==> config.mk <==
export PLATFORM = sky130hd
export DESIGN_NAME = imem_loader_flat
export DESIGN_NICKNAME = d
export VERILOG_FILES = /design/src/rtl/imem_loader_if.sv /design/src/rtl/imem_loader.sv /design/src/flat_wrapper.sv
export SDC_FILE = /design/constraint.sdc
export NUM_CORES = 1
export LEC_CHECK = 0
export ABC_AREA = 1
export ABC_CLOCK_PERIOD_IN_PS = 3030
export CAP_MARGIN = 20
export CORE_AREA = 8 8 205 207
export CTS_CLUSTER_DIAMETER = 40
export DETAILED_ROUTE_END_ITERATION = 10
export DIE_AREA = 0 0 213 215
export GPL_TIMING_DRIVEN = 0
export PLACE_DENSITY = 0.48
export SYNTH_ARGS = -nofsm -noshare
export SYNTH_HDL_FRONTEND = slang
export SYNTH_SLANG_ARGS = --single-unit
==> constraint.sdc <==
create_clock -name clk -period 3.03 [get_ports clk]
set_clock_uncertainty 0.15 [all_clocks]
set_input_delay 0.606 -clock clk [delete_from_list [all_inputs] [get_ports clk]]
set_output_delay 0.606 -clock clk [all_outputs]
set_load 0.05 [all_outputs]
==> src/rtl/imem_loader_if.sv <==
// Byte-stream input and memory write-port bundle for the instruction memory loader.
interface imem_loader_if #(
  parameter int unsigned DATA_WIDTH = 32
);
  logic [7:0]            byte_data;
  logic                  byte_valid;
  logic                  byte_ready;
  logic [DATA_WIDTH-1:0] A;
  logic [DATA_WIDTH-1:0] WD;
  logic                  WE;

  // Loader side: consumes the byte stream, drives the memory write port.
  modport master (
    input  byte_data, byte_valid,
    output byte_ready, A, WD, WE
  );

  // Environment side: produces bytes, observes memory writes.
  modport slave (
    output byte_data, byte_valid,
    input  byte_ready, A, WD, WE
  );
endinterface

==> src/rtl/imem_loader.sv <==
// Instruction memory loader: packs a little-endian byte stream into words and
// writes them to consecutive addresses, holding the core disabled meanwhile.
module imem_loader #(
  parameter int unsigned DATA_WIDTH   = 32,
  parameter int unsigned MEM_CAPACITY = 10
) (
  input  logic                  clk,
  input  logic                  rstn,
  input  logic                  start,
  input  logic [DATA_WIDTH-1:0] base_addr,
  input  logic [DATA_WIDTH-1:0] word_count,
  imem_loader_if.master         bus,
  output logic                  cpu_en,
  output logic                  busy,
  output logic                  done,
  output logic                  error
);

  localparam int unsigned BYTES = DATA_WIDTH / 8;
  localparam int unsigned IDX_W = (BYTES > 1) ? $clog2(BYTES) : 1;
  localparam int unsigned SUM_W = DATA_WIDTH + 1;

  typedef enum logic [1:0] {
    IDLE    = 2'd0,
    COLLECT = 2'd1,
    WRITE   = 2'd2,
    DONE    = 2'd3
  } state_t;

  state_t                state_q, state_d;
  logic [DATA_WIDTH-1:0] addr_q, addr_d;
  logic [DATA_WIDTH-1:0] rem_q, rem_d;
  logic [IDX_W-1:0]      idx_q, idx_d;
  logic [DATA_WIDTH-1:0] asm_q, asm_d;
  logic                  byte_ready_q, byte_ready_d;
  logic                  we_q, we_d;
  logic [DATA_WIDTH-1:0] a_q, a_d;
  logic [DATA_WIDTH-1:0] wd_q, wd_d;
  logic                  busy_q, busy_d;
  logic                  done_q, done_d;
  logic                  error_q, error_d;
  logic                  cpu_en_q, cpu_en_d;

  logic                  byte_acc;
  logic                  range_err;
  logic [SUM_W-1:0]      end_addr;

  assign byte_acc  = bus.byte_valid && byte_ready_q;
  // One extra bit so base + count cannot wrap past the capacity check.
  assign end_addr  = SUM_W'(base_addr) + SUM_W'(word_count);
  assign range_err = end_addr > SUM_W'(MEM_CAPACITY);

  // State and registered outputs.
  always_ff @(posedge clk or negedge rstn) begin
    if (!rstn) begin
      state_q      <= IDLE;
      addr_q       <= '0;
      rem_q        <= '0;
      idx_q        <= '0;
      asm_q        <= '0;
      byte_ready_q <= 1'b0;
      we_q         <= 1'b0;
      a_q          <= '0;
      wd_q         <= '0;
      busy_q       <= 1'b0;
      done_q       <= 1'b0;
      error_q      <= 1'b0;
      cpu_en_q     <= 1'b0;
    end else begin
      state_q      <= state_d;
      addr_q       <= addr_d;
      rem_q        <= rem_d;
      idx_q        <= idx_d;
      asm_q        <= asm_d;
      byte_ready_q <= byte_ready_d;
      we_q         <= we_d;
      a_q          <= a_d;
      wd_q         <= wd_d;
      busy_q       <= busy_d;
      done_q       <= done_d;
      error_q      <= error_d;
      cpu_en_q     <= cpu_en_d;
    end
  end

  // Next-state logic; outputs are decoded from the next state so they line up
  // with the state they belong to once registered.
  always_comb begin
    state_d  = state_q;
    addr_d   = addr_q;
    rem_d    = rem_q;
    idx_d    = idx_q;
    asm_d    = asm_q;
    error_d  = error_q;
    cpu_en_d = cpu_en_q;

    case (state_q)
      IDLE: begin
        if (start) begin
          if (word_count == '0) begin
            error_d = 1'b0;
            state_d = DONE;
          end else if (range_err) begin
            error_d = 1'b1;
          end else begin
            addr_d   = base_addr;
            rem_d    = word_count;
            idx_d    = '0;
            asm_d    = '0;
            error_d  = 1'b0;
            cpu_en_d = 1'b0;
            state_d  = COLLECT;
          end
        end
      end
      COLLECT: begin
        if (byte_acc) begin
          asm_d[{idx_q, 3'b000} +: 8] = bus.byte_data;
          if (idx_q == IDX_W'(BYTES - 1)) begin
            idx_d   = '0;
            state_d = WRITE;
          end else begin
            idx_d = idx_q + IDX_W'(1);
          end
        end
      end
      WRITE: begin
        addr_d  = addr_q + DATA_WIDTH'(1);
        rem_d   = rem_q - DATA_WIDTH'(1);
        idx_d   = '0;
        state_d = (rem_q == DATA_WIDTH'(1)) ? DONE : COLLECT;
      end
      DONE: begin
        state_d = IDLE;
      end
      default: begin
        state_d = IDLE;
      end
    endcase

    byte_ready_d = (state_d == COLLECT);
    we_d         = (state_d == WRITE);
    a_d          = we_d ? addr_q : '0;
    wd_d         = we_d ? asm_d : '0;
    busy_d       = (state_d == COLLECT) || (state_d == WRITE);
    done_d       = (state_d == DONE);
    if (state_d == DONE) begin
      cpu_en_d = 1'b1;
    end
  end

  assign bus.byte_ready = byte_ready_q;
  assign bus.WE         = we_q;
  assign bus.A          = a_q;
  assign bus.WD         = wd_q;
  assign busy           = busy_q;
  assign done           = done_q;
  assign error          = error_q;
  assign cpu_en         = cpu_en_q;

endmodule

==> src/flat_wrapper.sv <==
// flat-port wrapper written by rule: the top's interface ports become plain ports
module imem_loader_flat 
#(
  parameter int unsigned DATA_WIDTH   = 32,
  parameter int unsigned MEM_CAPACITY = 10
)
  (clk, rstn, start, base_addr, word_count, cpu_en, busy, done, error, bus_byte_data, bus_byte_valid, bus_byte_ready, bus_A, bus_WD, bus_WE);
  imem_loader_if #(.DATA_WIDTH(DATA_WIDTH)) bus_i ();
  input  logic clk;
  input  logic rstn;
  input  logic start;
  input  logic [DATA_WIDTH-1:0] base_addr;
  input  logic [DATA_WIDTH-1:0] word_count;
  output logic cpu_en;
  output logic busy;
  output logic done;
  output logic error;
  input wire logic [$bits(bus_i.byte_data)-1:0] bus_byte_data;
  input wire logic [$bits(bus_i.byte_valid)-1:0] bus_byte_valid;
  output wire logic [$bits(bus_i.byte_ready)-1:0] bus_byte_ready;
  output wire logic [$bits(bus_i.A)-1:0] bus_A;
  output wire logic [$bits(bus_i.WD)-1:0] bus_WD;
  output wire logic [$bits(bus_i.WE)-1:0] bus_WE;
  assign bus_i.byte_data = bus_byte_data;
  assign bus_i.byte_valid = bus_byte_valid;
  assign bus_byte_ready = bus_i.byte_ready;
  assign bus_A = bus_i.A;
  assign bus_WD = bus_i.WD;
  assign bus_WE = bus_i.WE;
  imem_loader #(.DATA_WIDTH(DATA_WIDTH), .MEM_CAPACITY(MEM_CAPACITY)) u_core (.clk(clk), .rstn(rstn), .start(start), .base_addr(base_addr), .word_count(word_count), .bus(bus_i), .cpu_en(cpu_en), .busy(busy), .done(done), .error(error));
endmodule
Word-level counts from Yosys, hierarchy flattened --
Index checks and enable logic that the tools add are counted.
Word-level totals: register bits 170, bits in latches 0, RAM bits 0, ROM bits 0, input port bits 76, output and inout bits 70, word-level logic and storage cells 83, memories kept 0
Operators by class: add/subtract/negate cells 5, multipliers 0, divide/modulo/power cells 0, order comparisons 1, eq/ne operators 14, shifts and indexed selects 2, muxes and demuxes 36, bitwise gates (word level) 0, reductions and logical operators 12
Operators by type and width (count):
- $mux 32 | 12
- $pmux 32 s2 | 3
- $add 32x32->33 | 1
- $gt 33x4->1 const B | 1
- $add 32x1->32 const B | 1
- $bwmux 32 | 1
- $eq 32x1->1 const B | 1
- $logic_not 32->1 | 1
- $shift 8x7->32 const A | 1
- $shiftx 8x7->32 | 1
- $sub 32x1->32 const B | 1
- $mux 2 | 11
- $eq 2x2->1 const B | 5
- $pmux 2 s4 | 1
- $reduce_and 4->1 | 2
- $mux 1 | 7
- $neg 5->7 | 1
- $ne 2x1->1 const B | 3
- $ne 2x2->1 const B | 3
- $pmux 2 s3 | 1
- $reduce_bool 2->1 | 3
- $reduce_and 5->1 | 1
- $eq 2x1->1 const B | 2
- $reduce_bool 3->1 | 1
- other kinds (5) | 5

Longest topological paths before layout --
Gate-level depths: netlist (run 1).
depth in word-level cells 9, depth in mapped cells 24

Worst setup path after synthesis (run 1) --
Ideal clock, no wire load.
path type input -> register, start point input base_addr[0], end point register u_core.wd_q[10], in the netlist u_core.bus.WD[10], library setup time 0.136 ns, arrival 3.387 ns, slack -0.643 ns, cell stages on the path 21, cells stage by stage ha_1 > fa_1 > nand2_1 > nand2_1 > nand3_1 > nand2_1 > nand2_1 > nand2_1 > nand3_1 > nand2_1 > nand2_1 > nand3_1 > nor2_1 > nand3_1 > nand2_1 > o21ai_0 > ha_1 > clkbuf_1 > inv_1 > clkbuf_1 > a21oi_1
On the way: longest elaborated chain between the ends 8, elaborated cells on any way between the ends 12, those cells by class 1 x add/sub; 1 x order compare; 1 x eq/ne; 9 x mux
Ends and longest elaborated chain:
- start: declaration | RTL line flat_wrapper.sv:12 | input logic [DATA_WIDTH-1:0] base_addr;
- $add 32x32->33 | RTL line imem_loader.sv:50 | assign end_addr = SUM_W'(base_addr) + SUM_W'(word_count);
- $gt 33x4->1 | RTL line imem_loader.sv:51 | assign range_err = end_addr > SUM_W'(MEM_CAPACITY);
- $mux 2 | RTL line imem_loader.sv:103 | end else if (range_err) begin
- $mux 2 | RTL line imem_loader.sv:100 | if (word_count == '0) begin
- $mux 2 | RTL line imem_loader.sv:99 | if (start) begin
- $pmux 2 s4 | RTL line imem_loader.sv:97 | case (state_q)
- $eq 2x2->1 | RTL line imem_loader.sv:142 | we_d = (state_d == WRITE);
- named net u_core.we_d | RTL line imem_loader.sv:36 | logic we_q, we_d;
- $mux 32 | RTL line imem_loader.sv:144 | wd_d = we_d ? asm_d : '0;
- named net u_core.wd_d[10] | RTL line imem_loader.sv:38 | logic [DATA_WIDTH-1:0] wd_q, wd_d;
- end signal: assignment | RTL line imem_loader.sv:78 | wd_q <= wd_d;
- end: declaration | RTL line imem_loader.sv:38
The timed path passes the listed nets, and every way through them passes these cells. A chain may end at the register's enable or synchronous reset.

Final worst setup path (run 1) --
start point input base_addr[30], end point register u_core.wd_q[3], in the netlist u_core.bus.WD[3]
The elaborated chain is that of the path after synthesis.

==> metrics.md, run 1 <==
| Metric | Value |
|---|---|
| Crit path cell chain | `clkdlybuf4s15_2 -> ha_4 -> nand2_1 -> inv_1 -> a21oi_4 -> nand3_1 -> nor2_1 -> nand3_2 -> nor2_4 -> nand3_2 -> nor2_4 -> nand2_2 -> nor2_4 -> nand3_2 -> nand2_2 -> o21ai_2 -> ha_2 -> clkbuf_16 -> inv_16 -> clkbuf_16 -> a21oi_4` |
| Sequential share of the synthesized area | `37.1%` |
| DRC | `0` |
| Total power draw | `6.75 mW` |
| Top FF cell, synth | `dfrtp_1` |
| Yosys top cell by area | `dfrtp_1` |
| CP Class | `in2reg` |
| Total Die Area | `45800 um2` |
| Num rows | `73` |
| Share of cells above drive strength 1 | `19.5%` |
| Non-Filler Instances | `2493` |
| Layout overhead on the synthesized area | `39.8%` |
| Antenna-violating nets left | `0` |
| DP Wirelength | `32.9 mm` |
| Number of global-route vias before repair | `11900` |
| Worst R2R Setup Slack | `-0.07 ns` |
| Synth async-reset ratio | `100%` |
| Port bufs | `145` |
| Number of synthesized flops with an enable pin | `0` |
| Reg clk slew, reported paths | `0.06 ns` |
| Hold worst-path end | `u_core.rem_q[29]` |
| Pre-antenna DRT Iters | `6` |
| Fin. Hold Viols | `0` |
| DR iter-0 viols | `895` |
| First-pass GRT wire length | `66.0 mm` |
| Routed WL | `42.8 mm` |
| Worst Tran Pin Value | `0.836 ns` |
| Yosys warns | `0` |
| CTS Buf Count | `17` |
| R2R Path Start | `u_core.idx_q[0]` |
| Wire per inst | `17.2 um` |
| Hold_sp | `word_count[29]` |
| Clock Sinks | `170` |
| Outcome | `complete, but fails checks` |
| Syn Std Cell Area | `11500 um2` |
| Leakage Power | `7.58 nW` |
| Deepest clock path buffer count | `2` |
| Slew margin rel. | `44.3%` |
| ANT cells | `0` |
| CTS tree | `built` |
| # placed instances | `2402` |
| GP Congestion | `0.903` |
| Chip height | `215 um` |
| Commonest non-fill, non-tap cell in the layout | `nand2_1` |
| Post-layout min period | `3.24 ns` |
| Worst Path Required | `3.19 ns` |
| Crit Path Max Fanout | `7` |
| Slowest stage delay, CP | `0.28 ns` |
| R2R depth | `10` |
| Num ports | `146` |
| # Max-Cap Violations | `0` |
| Cell variety after synth | `39` |
| Commonest non-fill, non-tap cells in the layout | `nand2_1 (542), inv_1 (217), dfrtp_1 (170)` |
| Clk_lat worst skew | `0.44 ns` |
| Via count | `12000` |
| Failing checks | `setup timing` |
| Die width | `213 um` |
| Pins Over Slew Limit | `0` |
| Core ar. | `39000 um2` |
| Peak supply drop | `0.000401 V` |
| Peak Freq | `309 MHz` |
| Top post-synthesis cells by area | `dfrtp_1 (37%), nand2_1 (20%), inv_1 (7.2%)` |
| WHS | `0.347 ns` |
| Startpoint Class | `primary input` |
| RSZ-0062 raised after global routing | `yes` |
| Area share of the largest cell type after synthesis | `37.1%` |
| Total Routing Usage GR | `18.3%` |
| Starting Density | `29.4%` |
| Number of synthesized register bits | `170` |
| Period utilization | `107%` |
| Pwr/cell area | `421 nW/um2` |
| Final setup margin | `-0.211 ns` |
| Largest net degree at the start of global routing | `116` |
| CP Capture Type | `flip-flop` |
| GR Overflow Total | `0` |
| H-tree Lvls | `4` |
| Final #Nets | `2077` |
| Avg Inst Size Synth | `6.62 um2` |
| Vias per cell | `4.81` |
| Initial antenna violation count | `0` |
| Hold crit path type | `in2reg` |
| Hold Path Cell Cnt | `3` |
| Critical path arrival | `3.40 ns` |
| Final setup fails | `143` |
| Slowest library cell on the worst path | `ha_4` |
| R2R Path End | `u_core.bus.WD[14]` |
| Post-synth net total | `1852` |
| Root Driver | `clkbuf_16` |
| Post-Syn Instances | `1731` |
[what timing repair did]
action,4_1_cts,5_1_grt
endpoints found under the setup margin,169,168
cloned,3,0
endpoints found under the hold margin,55,0
pin swaps,53,70
setup buffers,39,17
resized for setup,349,138
hold buffers,1,0
[flip-flops by register name (all words and copies together), names as in the netlist]
register and flops:
u_core.rem_q 32, u_core.bus.byte_ready 1, u_core.busy 1, u_core.done 1, u_core.error 1, u_core.idx_q 2, u_core.bus.WE 1, u_core.bus.WD 32
u_core.asm_q 32, u_core.cpu_en 1, u_core.addr_q 32, u_core.bus.A 32, u_core.state_q 2
[area by class of cell]
| class | instances | area [um2] |
|---|---|---|
| plain buffers | 51 | 399 |
| clock buffers | 21 | 450 |
| clock inverters | 10 | 119 |
| fillers | 4059 | 23000 |
| inverters | 233 | 891 |
| multi-input cells | 1277 | 7370 |
| flip-flops and latches | 170 | 4250 |
| well taps | 525 | 657 |
| repair buffers | 206 | 1880 |
[synth_stat cells, types with 2 or more instances]
master and number:
ha_1 44, or2_1 2, dfrtp_1 170, nand4_1 19
a31oi_1 7, or2_2 2, buf_1 5, nor2_1 175
nand2_1 603, inv_1 219, buf_6 6, nand3b_1 12
a21o_1 3, o31ai_1 2, nand3_1 151, inv_2 12
o22ai_1 27, nor4_1 13, xnor2_1 17, o21ai_1 5
clkbuf_1 37, clkinv_1 2, o21ai_0 61, a21oi_1 79
xor2_1 21, buf_2 3, nor3_1 22
[worst max path at each step]
stage	start	to	slack, ns	cells after the start
floorplan	base_addr[0]	u_core.bus.WD[14]	-0.21	23
global placement	rstn	u_core.rem_q[25]	-6.30	1
detailed placement	base_addr[29]	u_core.bus.WD[14]	-1.67	21
CTS	word_count[0]	u_core.bus.WD[4]	-0.21	24
global route	base_addr[8]	u_core.bus.WD[7]	-0.33	23
finish	base_addr[30]	u_core.bus.WD[3]	-0.21	21
[critical path, delay by kind of cell]
family | cells | cell delay (ns)
adder cells (fa/ha/maj) | 2 | 0.50
AND/OR/NAND/NOR | 11 | 1.21
AO/OA/AOI/OAI | 3 | 0.33
buffers and inverters | 5 | 0.75
[kinds of logic after synthesis]
| kind of cell | after synthesis | share of synthesized area (%) |
|---|---|---|
| buf+inv | 284 | 9.72 |
| compound gates | 188 | 8.79 |
| fa+ha+maj | 45 | 4.98 |
| flops | 170 | 37.1 |
| xor+xnor | 38 | 2.90 |
| simple gates | 1006 | 36.5 |
[power breakdown]
part	switching, mW	internal (mW)	total (mW)	leakage (nW)
clock	0.934	1.24	2.17	0.270
sequential	0.198	2.48	2.68	2.23
combinational	1.21	0.690	1.90	5.08
[routing by layer]
metal  vias up  global-route usage, %  share of wire (%)
met3        78                   3.10                5.6
li1       5973                      -                  -
met2       360                   29.1                 46
met5         -                      0                  0
met4         0                   6.79                3.1
met1      5576                   24.6                 46
[stage by stage]
step / utilization (%) / worst slack [ns] / TNS [ns] / area, um2
floorplan: - / -0.214 / -12.87 / 11600
global placement: 35.1 / -6.30 / -1311.69 / 13700
detailed placement: 35.2 / -1.67 / -246.39 / 13700
CTS: 40.2 / -0.212 / -20.41 / 15700
global route: 41.1 / -0.331 / -39.37 / 16000
finish: 41.1 / -0.211 / -20.71 / 16000
(Power assumes the default switching activity.)
==> run 2, diff against run 1 <==
--- a/config.mk
+++ b/config.mk
@@ -8,10 +8,10 @@
 export ABC_AREA = 1
 export ABC_CLOCK_PERIOD_IN_PS = 3030
 export CAP_MARGIN = 20
-export CORE_AREA = 8 8 205 207
+export CORE_AREA = 2 2 199 201
 export CTS_CLUSTER_DIAMETER = 40
 export DETAILED_ROUTE_END_ITERATION = 10
-export DIE_AREA = 0 0 213 215
+export DIE_AREA = 0 0 201 203
 export GPL_TIMING_DRIVEN = 0
 export PLACE_DENSITY = 0.48
 export SYNTH_ARGS = -nofsm -noshare
==> run 2 against run 1 <==
Effect of this change: the flow still finishes with violations (setup timing); sequential share of layout area decreased by 1.2 points; register-to-register slack got worse by 0.02 ns; worst hold slack got worse by 0.30 ns; fmax decreased by 1.5%; final area increased by 4.9%; non-clock buffer count increased by 13; clock power decreased by 3%; largest cell class unchanged; final cell count increased by 0.32%; first-iteration DRC count increased by 3.5%; via count increased by 1.2%.
==> metrics.md, run 2 (synthesis results as in run 1) <==
| Metric | Value |
|---|---|
| CP Capture Type | `flip-flop` |
| Total Routing Usage GR | `20.4% (+2.1 points)` |
| Num rows | `72 (-1.4%)` |
| Clock Sinks | `170 (unchanged)` |
| Via count | `12100 (+1.2%)` |
| Fillcell total | `3976 (-2.0%)` |
| Sw frac | `36.5% (+1.9 points)` |
| CP most frequent cell | `nand2_2` |
| CP Class | `in2reg` |
| Period utilization | `109% (+1.6 points)` |
| Pre-CTS setup slack | `-1.63 ns (+0.0357 ns)` |
| ANT cells | `0 (unchanged)` |
| Final setup margin | `-0.259 ns (-0.0480 ns)` |
| GR Overflow Total | `0 (unchanged)` |
| Number of global-route vias before repair | `11600 (-2.7%)` |
| Peak Freq | `304 MHz (-1.5%)` |
| Routed WL | `43.1 mm (+0.63%)` |
| Layout overhead on the synthesized area | `46.7%` |
| Reg clk slew, reported paths | `0.07 ns (about the same)` |
| Leakage Power | `8.12 nW (+7.1%)` |
| Largest net degree at the start of global routing | `107 (-7.8%)` |
| Post-Route M1 WL | `19.9 mm (+1.7%)` |
| Final #Nets | `2092 (+0.72%)` |
| Fin. Hold Viols | `0 (unchanged)` |
| Crit path cell chain | `buf_12 -> ha_4 -> fa_2 -> nand2_2 -> nand2_4 -> nand3_4 -> nand2_4 -> nand2_4 -> nand2_2 -> nand2_1 -> nand2_1 -> nor2_2 -> nand3_2 -> nor2_4 -> nand2_2 -> nor2_4 -> nand3_2 -> nand2_2 -> o21ai_2 -> ha_2 -> clkbuf_16 -> clkinv_16 -> clkbuf_16 -> a21oi_4` |
| R2R Path End | `u_core.rem_q[29]` |
| Part of the power in registers | `40.0% (+0.3 points)` |
| Failing checks | `setup timing` |
| Post-placement cell area | `13700 um2 (about the same)` |
| Deepest clock path buffer count | `2 (unchanged)` |
| Pre-antenna DRT Iters | `8 (+2)` |
| Antenna-violating nets left | `0 (unchanged)` |
| Share of cells above drive strength 1 | `25.8% (+6.3 points)` |
| Clock Power Share | `30.9% (-1.2 points)` |
| Fin area | `16800 um2 (+4.9%)` |
| Startpoint Class | `primary input` |
| Worst R2R Setup Slack | `-0.09 ns (-0.02 ns)` |
| Outcome | `complete, but fails checks` |
| WL met2 | `19.8 mm (+1.6%)` |
| Slew margin rel. | `41.0% (-3.3 points)` |
| Pwr/cell area | `404 nW/um2 (-4.1%)` |
| Chip height | `203 um (-5.6%)` |
| Commonest non-fill, non-tap cells in the layout | `nand2_1 (488), inv_1 (190), dfrtp_1 (169)` |
| Hold crit path type | `in2async` |
| Post-layout min period | `3.29 ns (+0.0480 ns)` |
| # Max-Cap Violations | `0 (unchanged)` |
| Initial antenna violation count | `0 (unchanged)` |
| Final setup fails | `158 (+10%)` |
| Slowest library cell on the worst path | `fa_2` |
| CTS tree | `built` |
| Total Die Area | `40800 um2 (-11%)` |
| Combinational fraction of design power | `29.2% (+1.1 points)` |
| Slowest stage delay, CP | `0.36 ns (+0.08 ns)` |
| Vias per cell | `4.85 (+0.85%)` |
| Setup TNS | `-23.66 ns (-2.95 ns)` |
| Num ports | `146 (unchanged)` |
| Switching power | `2.48 mW (+6.0%)` |
| Die width | `201 um (-5.6%)` |
| Clk_lat worst skew | `0.45 ns (about the same)` |
| DR top layer | `met4` |
| First-pass GRT wire length | `64.7 mm (-1.9%)` |
| Port bufs | `145 (unchanged)` |
| Pins Over Slew Limit | `0 (unchanged)` |
| RSZ-0062 raised after global routing | `yes` |
| Peak supply drop | `0.000381 V (-5.0%)` |
| Wire length on met3 | `2.08 mm (-13%)` |
| DP Wirelength | `31.7 mm (-3.6%)` |
| Critical path arrival | `3.46 ns (+0.06 ns)` |
| FF+latch area | `4260 um2 (about the same)` |
| Crit Path Max Fanout | `8 (+1)` |
| H-tree Lvls | `4 (unchanged)` |
| Layout Utilization | `43.7% (+2.6 points)` |
| R2R depth | `8 (-2)` |
| Multi-input gate area | `7870 um2 (+6.8%)` |
| DR iter-0 viols | `926 (+3.5%)` |
| R2R Path Start | `u_core.state_q[0]` |
| Worst Path Required | `3.21 ns (+0.02 ns)` |
| GP Congestion | `0.910 (+0.79%)` |
| Internal | `4.31 mW (-2.3%)` |
| Root Driver | `clkbuf_16` |
| Starting Density | `29.8% (+0.41 points)` |
| CP top delay family | `simple AND/OR/NAND/NOR gates` |
| Commonest non-fill, non-tap cell in the layout | `nand2_1` |
| Crit path buffers/inverters | `4 (-1)` |
| Core ar. | `38500 um2 (-1.4%)` |
| CTS Buf Count | `17 (unchanged)` |
| DRC | `0 (unchanged)` |
| Total power draw | `6.79 mW (+0.59%)` |
| Wire per inst | `17.2 um (+0.31%)` |
| Worst Tran Pin Value | `0.886 ns (+0.0501 ns)` |
==> run 2: cell count changes in the layout (fill, tap and decap cells not counted), moves of 6 or more <==
cell,change
nand2_4,+26
inv_1,-27
clkdlybuf4s15_1,-7
buf_2,+9
a21oi_1,-6
clkbuf_16,+10
nand2_1,-54
inv_2,+26
a21oi_4,+8
dlygate4sd2_1,-6
buf_8,+9
nand2_2,+26
==> run 2: area by class of cell <==
cell class	instances	area share, %
clock inverters	13	0.662
repair buffers	220	12.7
multi-input cells	1279	46.8
clock buffers	18	2.61
well taps	518	3.85
plain buffers	50	2.65
flip-flops and latches	170	25.3
inverters	233	5.37
==> run 2: power groups by stage <==
stage	Clock [mW]	Sequential, mW	Combinational, mW
2_1_floorplan	0	2.67	1.03
3_3_place_gp	0	2.72	1.52
3_5_place_dp	0	2.71	1.54
4_1_cts	2.15	2.67	1.78
5_1_grt	2.24	2.74	2.18
6_report	2.10	2.71	1.98
==> run 2: worst max-delay path by stage <==
| stage | to | start | slack (ns) | cells after the start |
|---|---|---|---|---|
| after global placement | u_core.bus.WD[4] | rstn | -6.26 | 1 |
| after floorplan | u_core.bus.WD[14] | base_addr[0] | -0.21 | 23 |
| final | u_core.bus.WD[14] | word_count[0] | -0.26 | 24 |
| after CTS | u_core.bus.WD[4] | word_count[0] | -0.16 | 24 |
| after detailed placement | u_core.bus.WD[4] | base_addr[29] | -1.63 | 21 |
| after global routing | u_core.bus.WD[15] | word_count[0] | -0.34 | 24 |
==> run 2: repair_timing <==
item	in CTS	in global routing
gates cloned	5	12
pin swaps	74	71
hold buffers	0	0
resized for setup	416	281
buffers inserted	46	14
setup endpoints to repair	169	166
==> run 2: routing by layer <==
| layer | global-route usage, % | vias to the layer above |
|---|---|---|
| met4 | 7.01 | 0 |
| met2 | 33.3 | 340 |
| met1 | 28.1 | 5743 |
| met3 | 2.10 | 69 |
| li1 | - | 5976 |
| met5 | 0 | - |
==> run 2: metrics by stage <==
stage,instances,hold WS [ns]
floorplan,1731,0.160
global placement,2394,0.333
detailed placement,2395,0.345
CTS,2477,0.120
global route,2501,0.136
finish,2501,0.0436
